==> config.mk <==
export PLATFORM = sky130hd
export DESIGN_NAME = mcast_flit_injector
export DESIGN_NICKNAME = d
export VERILOG_FILES = /design/src/rtl/mcast_flit_injector.sv
export SDC_FILE = /design/constraint.sdc
export NUM_CORES = 1
export LEC_CHECK = 0
export CAP_MARGIN = 20
export CELL_PAD_IN_SITES_DETAIL_PLACEMENT = 1
export CELL_PAD_IN_SITES_GLOBAL_PLACEMENT = 2
export CORE_MARGIN = 4
export CORE_UTILIZATION = 40
export DETAILED_ROUTE_END_ITERATION = 6
export HOLD_SLACK_MARGIN = 0.05
export MAX_ROUTING_LAYER = met4
export PLACE_DENSITY = 0.83
export SKIP_LAST_GASP = 1
export SYNTH_ARGS = -nofsm -noshare
export SYNTH_HDL_FRONTEND = slang
export SYNTH_SLANG_ARGS = --single-unit
==> constraint.sdc <==
create_clock -name clk -period 4.44 [get_ports clk]
set_input_delay 1.11 -clock clk [delete_from_list [all_inputs] [get_ports clk]]
set_output_delay 1.11 -clock clk [all_outputs]
set_load 0.01 [all_outputs]
==> src/rtl/mcast_flit_injector.sv <==
// mcast_flit_injector: host-side injection stage for the router mesh external port.
// Descriptors (mask, header, payload) are buffered in a small FIFO and packed into
// 64-bit multicast flits. The flit carries either the full direction mask, or, when
// SERIALIZE is set, one flit per selected direction with a one-hot mask.
module mcast_flit_injector #(
  parameter int FLIT_W         = 64,
  parameter int DEPTH          = 4,
  parameter int SERIALIZE      = 0,
  parameter int MCAST_FLAG_BIT = 31,
  parameter int MCAST_MASK_LSB = 26
) (
  input  logic              clk,
  input  logic              rst_n,
  input  logic              req_valid,
  output logic              req_ready,
  input  logic [4:0]        req_mask,
  input  logic [25:0]       req_hdr,
  input  logic [31:0]       req_payload,
  output logic [FLIT_W-1:0] flit_out,
  output logic              flit_valid,
  input  logic              flit_ready,
  output logic              busy,
  output logic [15:0]       stat_sent,
  output logic [15:0]       stat_drop
);

  localparam int PTR_W = (DEPTH > 1) ? $clog2(DEPTH) : 1;
  localparam int CNT_W = PTR_W + 1;

  localparam logic [0:0] ST_IDLE  = 1'b0;
  localparam logic [0:0] ST_SPLIT = 1'b1;

  typedef struct packed {
    logic [4:0]  mask;
    logic [25:0] hdr;
    logic [31:0] payload;
  } desc_t;

  // Descriptor storage and FIFO bookkeeping
  desc_t              mem_q [DEPTH];
  logic [PTR_W-1:0]   wr_ptr_q, rd_ptr_q;
  logic [CNT_W-1:0]   count_q;
  logic               fifo_full, fifo_empty;
  logic               accept, push, drop, pop;

  // Output register and split state
  logic [FLIT_W-1:0]  flit_q, flit_d;
  logic               valid_q, valid_d;
  logic [0:0]         state_q, state_d;
  logic [4:0]         rem_q, rem_d;
  logic [15:0]        sent_q, drop_q;

  desc_t              head;
  logic [4:0]         low_head, low_rem;
  logic               out_free, sent;

  // Packs a descriptor and a (possibly reduced) mask into a flit; unused upper bits stay 0.
  function automatic logic [FLIT_W-1:0] build_flit(input desc_t d, input logic [4:0] m);
    logic [FLIT_W-1:0] f;
    f                          = '0;
    f[63:32]                   = d.payload;
    f[25:0]                    = d.hdr;
    f[MCAST_FLAG_BIT]          = 1'b1;
    f[MCAST_MASK_LSB +: 5]     = m;
    return f;
  endfunction

  assign fifo_full  = (count_q == CNT_W'(DEPTH));
  assign fifo_empty = (count_q == '0);
  // Ready depends only on FIFO occupancy, never on flit_ready, and is low while in reset.
  assign req_ready  = rst_n && !fifo_full;
  assign accept     = req_valid && req_ready;
  assign push       = accept && (req_mask != 5'd0);
  assign drop       = accept && (req_mask == 5'd0);

  assign head       = mem_q[rd_ptr_q];
  assign low_head   = head.mask & (~head.mask + 5'd1);
  assign low_rem    = rem_q & (~rem_q + 5'd1);
  assign out_free   = !valid_q || flit_ready;
  assign sent       = valid_q && flit_ready;

  // Next-state logic: decide what (if anything) loads into the output register.
  always_comb begin
    // NOTE: every variable gets a default first so no path leaves it unassigned (no latch).
    state_d = state_q;
    rem_d   = rem_q;
    flit_d  = flit_q;
    valid_d = valid_q;
    pop     = 1'b0;
    if (out_free) begin
      valid_d = 1'b0;
    end
    case (state_q)
      ST_IDLE: begin
        if (!fifo_empty && out_free) begin
          valid_d = 1'b1;
          if (SERIALIZE == 0) begin
            flit_d = build_flit(head, head.mask);
            pop    = 1'b1;
          end else begin
            flit_d = build_flit(head, low_head);
            rem_d  = head.mask & ~low_head;
            if (rem_d != 5'd0) begin
              state_d = ST_SPLIT;
            end else begin
              pop = 1'b1;
            end
          end
        end
      end
      ST_SPLIT: begin
        // The head descriptor stays in the FIFO until its last direction is issued.
        if (out_free) begin
          valid_d = 1'b1;
          flit_d  = build_flit(head, low_rem);
          rem_d   = rem_q & ~low_rem;
          if (rem_d == 5'd0) begin
            pop     = 1'b1;
            state_d = ST_IDLE;
          end
        end
      end
      default: state_d = ST_IDLE;
    endcase
  end

  // Descriptor storage writes; contents are qualified by the count, so no reset needed.
  always_ff @(posedge clk) begin
    // NOTE: storage arrays are not reset; stale entries are never read because count_q gates them.
    if (push) begin
      mem_q[wr_ptr_q] <= desc_t'{mask: req_mask, hdr: req_hdr, payload: req_payload};
    end
  end

  // FIFO pointers and occupancy with synchronous reset.
  always_ff @(posedge clk) begin
    // NOTE: sequential state uses non-blocking assignments so all flops update together.
    if (!rst_n) begin
      wr_ptr_q <= '0;
      rd_ptr_q <= '0;
      count_q  <= '0;
    end else begin
      if (push) wr_ptr_q <= wr_ptr_q + PTR_W'(1);
      if (pop)  rd_ptr_q <= rd_ptr_q + PTR_W'(1);
      case ({push, pop})
        2'b10:   count_q <= count_q + CNT_W'(1);
        2'b01:   count_q <= count_q - CNT_W'(1);
        default: count_q <= count_q;
      endcase
    end
  end

  // Output register, FSM state and remaining-mask register.
  always_ff @(posedge clk) begin
    if (!rst_n) begin
      flit_q  <= '0;
      valid_q <= 1'b0;
      state_q <= ST_IDLE;
      rem_q   <= 5'd0;
    end else begin
      flit_q  <= flit_d;
      valid_q <= valid_d;
      state_q <= state_d;
      rem_q   <= rem_d;
    end
  end

  // Saturating statistics counters.
  always_ff @(posedge clk) begin
    if (!rst_n) begin
      sent_q <= 16'd0;
      drop_q <= 16'd0;
    end else begin
      if (sent && (sent_q != 16'hFFFF)) sent_q <= sent_q + 16'd1;
      if (drop && (drop_q != 16'hFFFF)) drop_q <= drop_q + 16'd1;
    end
  end

  assign flit_out   = flit_q;
  assign flit_valid = valid_q;
  assign busy       = !fifo_empty || valid_q || (state_q == ST_SPLIT);
  assign stat_sent  = sent_q;
  assign stat_drop  = drop_q;

endmodule

==> Yosys cells after proc, flatten, opt, wreduce, memory -nomap -nowiden <==
Memory sizes are Yosys's and may differ from the RTL's. A register that Yosys moved wholly into a read port is not among the register bits.
Cells that the tools add are included.
{ "word_totals": {"regBits": 110, "ram_bits": 252, "inputBits": 67, "out_inout_bits": 99, "word_cells": 71, "memories": 1} }
{ "memory_table": {"columns": ["memory", "words", "width", "read_ports", "rd_clocked_by_memory_dff", "wr", "line_no", "rtl"], "rows": [
  ["mem_q", 4, 63, 1, 1, 1, "40", "desc_t mem_q [DEPTH];"]
]} }
{ "classes": {"n_addsub": 7, "eq_ne": 7, "n_mux": 21, "n_bitwise": 5, "n_reduce_logical": 21} }
{ "ops": {"columns": ["operator", "count"], "rows": [
  ["$mux 64", 2],
  ["$pmux 64 s2", 1],
  ["$add 16x1->16 const B", 2],
  ["$ne 16x16->1 const B", 2],
  ["$and 5x5->5", 2],
  ["$logic_not 5->1", 2],
  ["$mux 1", 10],
  ["$mux 5", 2],
  ["$not 5->5", 2],
  ["$logic_and 1x1->1", 8],
  ["$pmux 1 s2", 3],
  ["$pmux 3 s2", 1],
  ["$add 5x1->5 const B", 1],
  ["$reduce_bool 5->1", 1],
  ["$add 2x1->2 const B", 2],
  ["$mux 2", 2],
  ["$reduce_and 2->1", 2],
  ["$add 3x1->3 const B", 1],
  ["$eq 3x3->1 const B", 1],
  ["$logic_not 1->1", 3],
  ["$logic_not 3->1", 1],
  ["$logic_or 1x1->1", 3],
  ["$sub 3x1->3 const B", 1],
  ["$eq 2x1->1 const B", 1],
  ["5 further kinds", 5]
]} }

==> Logic depth before layout (Yosys ltp) <==
{ "depth": {"depth_word": 11, "ltp_mapped": 10, "mapped_depth_nobuf": 9} }

==> Worst setup path after synthesis <==
OpenSTA, ideal clock, no wires.
{ "synth_path": {"path_type": "input-to-reg", "from": "input rst_n", "to": "memory mem_q[1][0] in the netlist's numbering, enable pin", "setup_time_ns": 0.428, "arrival_ns": 3.330, "required_time_ns": 4.012, "path_slack_ns": 0.682, "stages": 4, "path_buffers": 1, "cell_sequence": "clkbuf_1 nand3_1 nor2_1 and2_1"} }
{ "synth_via": {"elab_chain_len": 5} }
{ "synth_rtl": {"columns": ["item", "line_no", "rtl"], "rows": [
  ["from (decl)", "13", "input logic rst_n,"],
  ["$logic_and 1x1->1", "71", "assign req_ready = rst_n && !fifo_full;"],
  ["$logic_and 1x1->1", "72", "assign accept = req_valid && req_ready;"],
  ["$logic_and 1x1->1", "73", "assign push = accept && (req_mask != 5'd0);"],
  ["$mux 1", "130", "if (push) begin"],
  ["$mux 1 (not written as such)", "131", "mem_q[wr_ptr_q] <= desc_t'{mask: req_mask, hdr: req_hdr, payload: req_payload};"],
  ["to (decl)", "40", null]
]} }
Every way passes these cells.

==> Worst setup path after layout <==
{ "layout_path": {"from": "input rst_n", "to": "output req_ready"} }
{ "layout_via": {"elab_chain_len": 1} }
{ "layout_rtl": {"columns": ["item", "line_no", "rtl"], "rows": [
  ["$logic_and 1x1->1", "71", null],
  ["to (decl)", "15", "output logic req_ready,"]
]} }
Every way passes these cells.

==> impl_metrics.json <==
{
  "drt_antenna_net_count": 0,
  "grt_antenna_before_repair": 4,
  "grt_pass1_vias": 8343,
  "post_synthesis_share_of_cell_area_spent_on_full_adders_half_adders_and_majority_gates_pct": 0.806,
  "intPower_w": 0.00700,
  "dp_hpwl_microns": 19300,
  "design.core.area_sq_um": 32700,
  "combPwrFrac_pct": 24.0,
  "cts_setup_buffers": 0,
  "area_share_of_the_largest_cell_type_after_synthesis_pct": 56.7,
  "power.net_switching_w": 0.00279,
  "synth-compound-area-share_pct": 3.97,
  "synth.area.top_cells": "edfxtp_1 57%, dfxtp_1 16%, mux4_2 11%",
  "gpl.final_weighted_congestion": 0.808,
  "grt_max_degree": 64,
  "yosysTopAreaCell": "edfxtp_1",
  "insertion_delay_ns": 0.53,
  "status": "finished clean",
  "timing.critical_path.required_ns": 3.33,
  "cts-root-to-sink-buffers": 3,
  "worstRegToRegCells": 8,
  "switching_share_pct": 28.5,
  "port_buffers": 165,
  "die_w_microns": 191,
  "cts-htree-levels": 2,
  "timing.final.crit_period_ns": 3.64,
  "pre_cts_ws_ns": 0.773,
  "numCtsBuffers": 39,
  "hold_viol": 0,
  "type_of_destination_of_the_critical_path": "output port",
  "dominantRegCellSynth": "edfxtp_1",
  "layoutNonFillerInstCount": 1503,
  "detail_route.iter0.violations": 438,
  "routed_wl_microns": 30900,
  "route.detailed.wl_per_inst_microns": 20.6,
  "final_core_util_pct": 51.6,
  "die_h_microns": 191,
  "synth_top_family_by_area": "multiplexers",
  "finClkSkew_ns": 0.0153,
  "rows": 66,
  "drv.max_cap_violation_count": 0,
  "setup_ws_ns": 0.797,
  "area_growth_pct": 26.5,
  "timing.final.setup_violations": 0,
  "worstSetupStartpointType": "input pin",
  "grt_remaining_overflow": 0,
  "synth_simple_gate_area_share_pct": 8.62,
  "yosysSeqAreaShare_pct": 72.7,
  "final_cell_mix": "252 x edfxtp_1, 165 x clkdlybuf4s50_1, 133 x nand2_1, 105 x dfxtp_1, 71 x a21oi_1",
  "worst_ep_arrival_time_ns": 2.53,
  "timing.final.crit_share_pct": 82.0,
  "worstSetupPathType": "input pin to output port",
  "post_route_cells_drive_above_1_share_pct": 14.9,
  "final_net_count": 1102,
  "launch_instance_of_the_worst_register_to_register_path": "count_q[0]$_SDFFE_PN0P_",
  "synth_edf_count": 252,
  "whs_endpoint": "flit_out[33]$_SDFFE_PN0P_",
  "ioPinCount": 166,
  "relative_contribution_of_the_clock_network_to_total_power_pct": 32.8,
  "fmax_ghz": 0.275,
  "post_synth_mux_area_share_pct": 10.9,
  "hold_path.class": "register to register",
  "post-route-drc-count": 0,
  "ys_async_sr_fraction_pct": 0,
  "rsz0062_at_grt": "no",
  "tritoncts": "done",
  "global_route_wire_length_before_repair_microns": 48500,
  "worst_pin_slew_ns": 1.17,
  "vias": 7724,
  "rrSetupSlack_ns": 2.08,
  "p_leak_nw": 5.49,
  "timing_max_transition_violations_final": 0,
  "flop_and_latch_count_out_of_synthesis": 359,
  "critPathMaxFanout": 11,
  "syn_area_sq_um": 13300,
  "number_of_library_cell_types_mapped_by_synthesis": 53,
  "synth.avg_cell_area_sq_um": 15.8,
  "grt.total_usage_pct": 17.6,
  "postSynthCellCount": 846,
  "avgViaCountPerCell": 5.14,
  "floorplan.initialDensity_pct": 40.8,
  "root_buffer": "clkbuf_16",
  "worst_setup_hold_path_clk_slew_ns": 0.06,
  "tritoncts_num_sinks": 359,
  "worstHoldStart": "flit_out[33]$_SDFFE_PN0P_",
  "die_area_sq_um": 36400,
  "holdPathStages": 2,
  "postSynthNetCount": 921,
  "yosys.area_share.xor_xnor_pct": 1.31,
  "place_inst": 1427,
  "cts_resized": 0,
  "final_common_cell": "edfxtp_1",
  "tns_ns": 0,
  "ir_worst_vdd_uv": 438,
  "cts_hold_buf": 0,
  "slew-limit-headroom_pct": 21.1,
  "seq_power_share_pct": 43.2,
  "r2r_end": "count_q[2]$_SDFFE_PN0P_",
  "ys_warnings": 0,
  "power-per-cell-area_nw_per_um2": 580,
  "firstDrtPassIters": 5
}
==> layout make-up <==
class | count | area [sq um]
Fill cell | 3208 | 15800
Sequential cell | 359 | 9720
Multi-Input combinational cell | 436 | 3430
Timing Repair Buffer | 180 | 1850
Clock buffer | 48 | 1040
Tap cell | 442 | 553
Clock inverter | 23 | 239
Inverter | 11 | 42.5
Antenna cell | 4 | 10.0
==> cells in the mapped netlist (all sizes together), types with 2 or more instances <==
cell type,n
nor3b,3
or4,4
nor3,6
nor2,37
or2,2
buf,14
ha,7
dfxtp,107
mux2i,4
a22oi,5
o21ai,11
and3,5
nand3,11
nor4,5
clkbuf,26
edfxtp,252
nand4,13
inv,10
or3,9
xor2,12
a21oi,71
o211ai,2
mux4,63
and2,9
and4,3
nand2,133
xnor2,8
==> registers in the layout (all words and copies together), names as in the netlist, named ones only <==
signal,cells
rd_ptr_q,2
state_q,1
wr_ptr_q,2
flit_out,64
count_q,3
mem_q,252
flit_valid,1
stat_sent,16
stat_drop,16
==> through the flow <==
step           hold slack, ns  power, W  cell area (sq um)
2_1_floorplan           0.475   0.00561              13300
3_3_place_gp            0.442   0.00663              15600
3_5_place_dp            0.448   0.00668              15600
4_1_cts                 0.458   0.00993              16800
5_1_grt                 0.475    0.0103              16900
6_report                0.456   0.00979              16900
==> routing by layer <==
metal  part of all wire, %  track usage [%]
met5                     0                -
met4                   1.4             3.51
met3                   5.6             3.84
met2                    50             29.6
met1                    42             22.2
==> cells by family after synthesis <==
kind of cell    after synthesis
compound gates               96
xor+xnor                     20
fa+ha+maj                     8
buf+inv                      51
flops                       359
mux                          67
simple gates                245
==> power by group through the flow <==
stage | logic, W | clock network [W] | registers [W]
final | 0.00235 | 0.00321 | 0.00423
after global routing | 0.00258 | 0.00344 | 0.00429
after CTS | 0.00232 | 0.00329 | 0.00432
after detailed placement | 0.00230 | 0 | 0.00439
after global placement | 0.00225 | 0 | 0.00438
after floorplan | 0.00138 | 0 | 0.00423
==> critical path: stages <==
cell and delay (ns):
clkdlybuf4s50_1 0.69, and2_1 0.19, clkdlybuf4s50_1 0.53
==> how the worst max path moves through the flow <==
stage,start,endpoint,depth (start not counted)
2_1_floorplan,rst_n,mem_q[1][0]$_DFFE_PP_,4
3_3_place_gp,rst_n,req_ready,3
3_5_place_dp,rst_n,req_ready,3
4_1_cts,rst_n,req_ready,3
5_1_grt,rst_n,req_ready,3
6_report,rst_n,req_ready,3
Power figures use the tool's default switching activity.
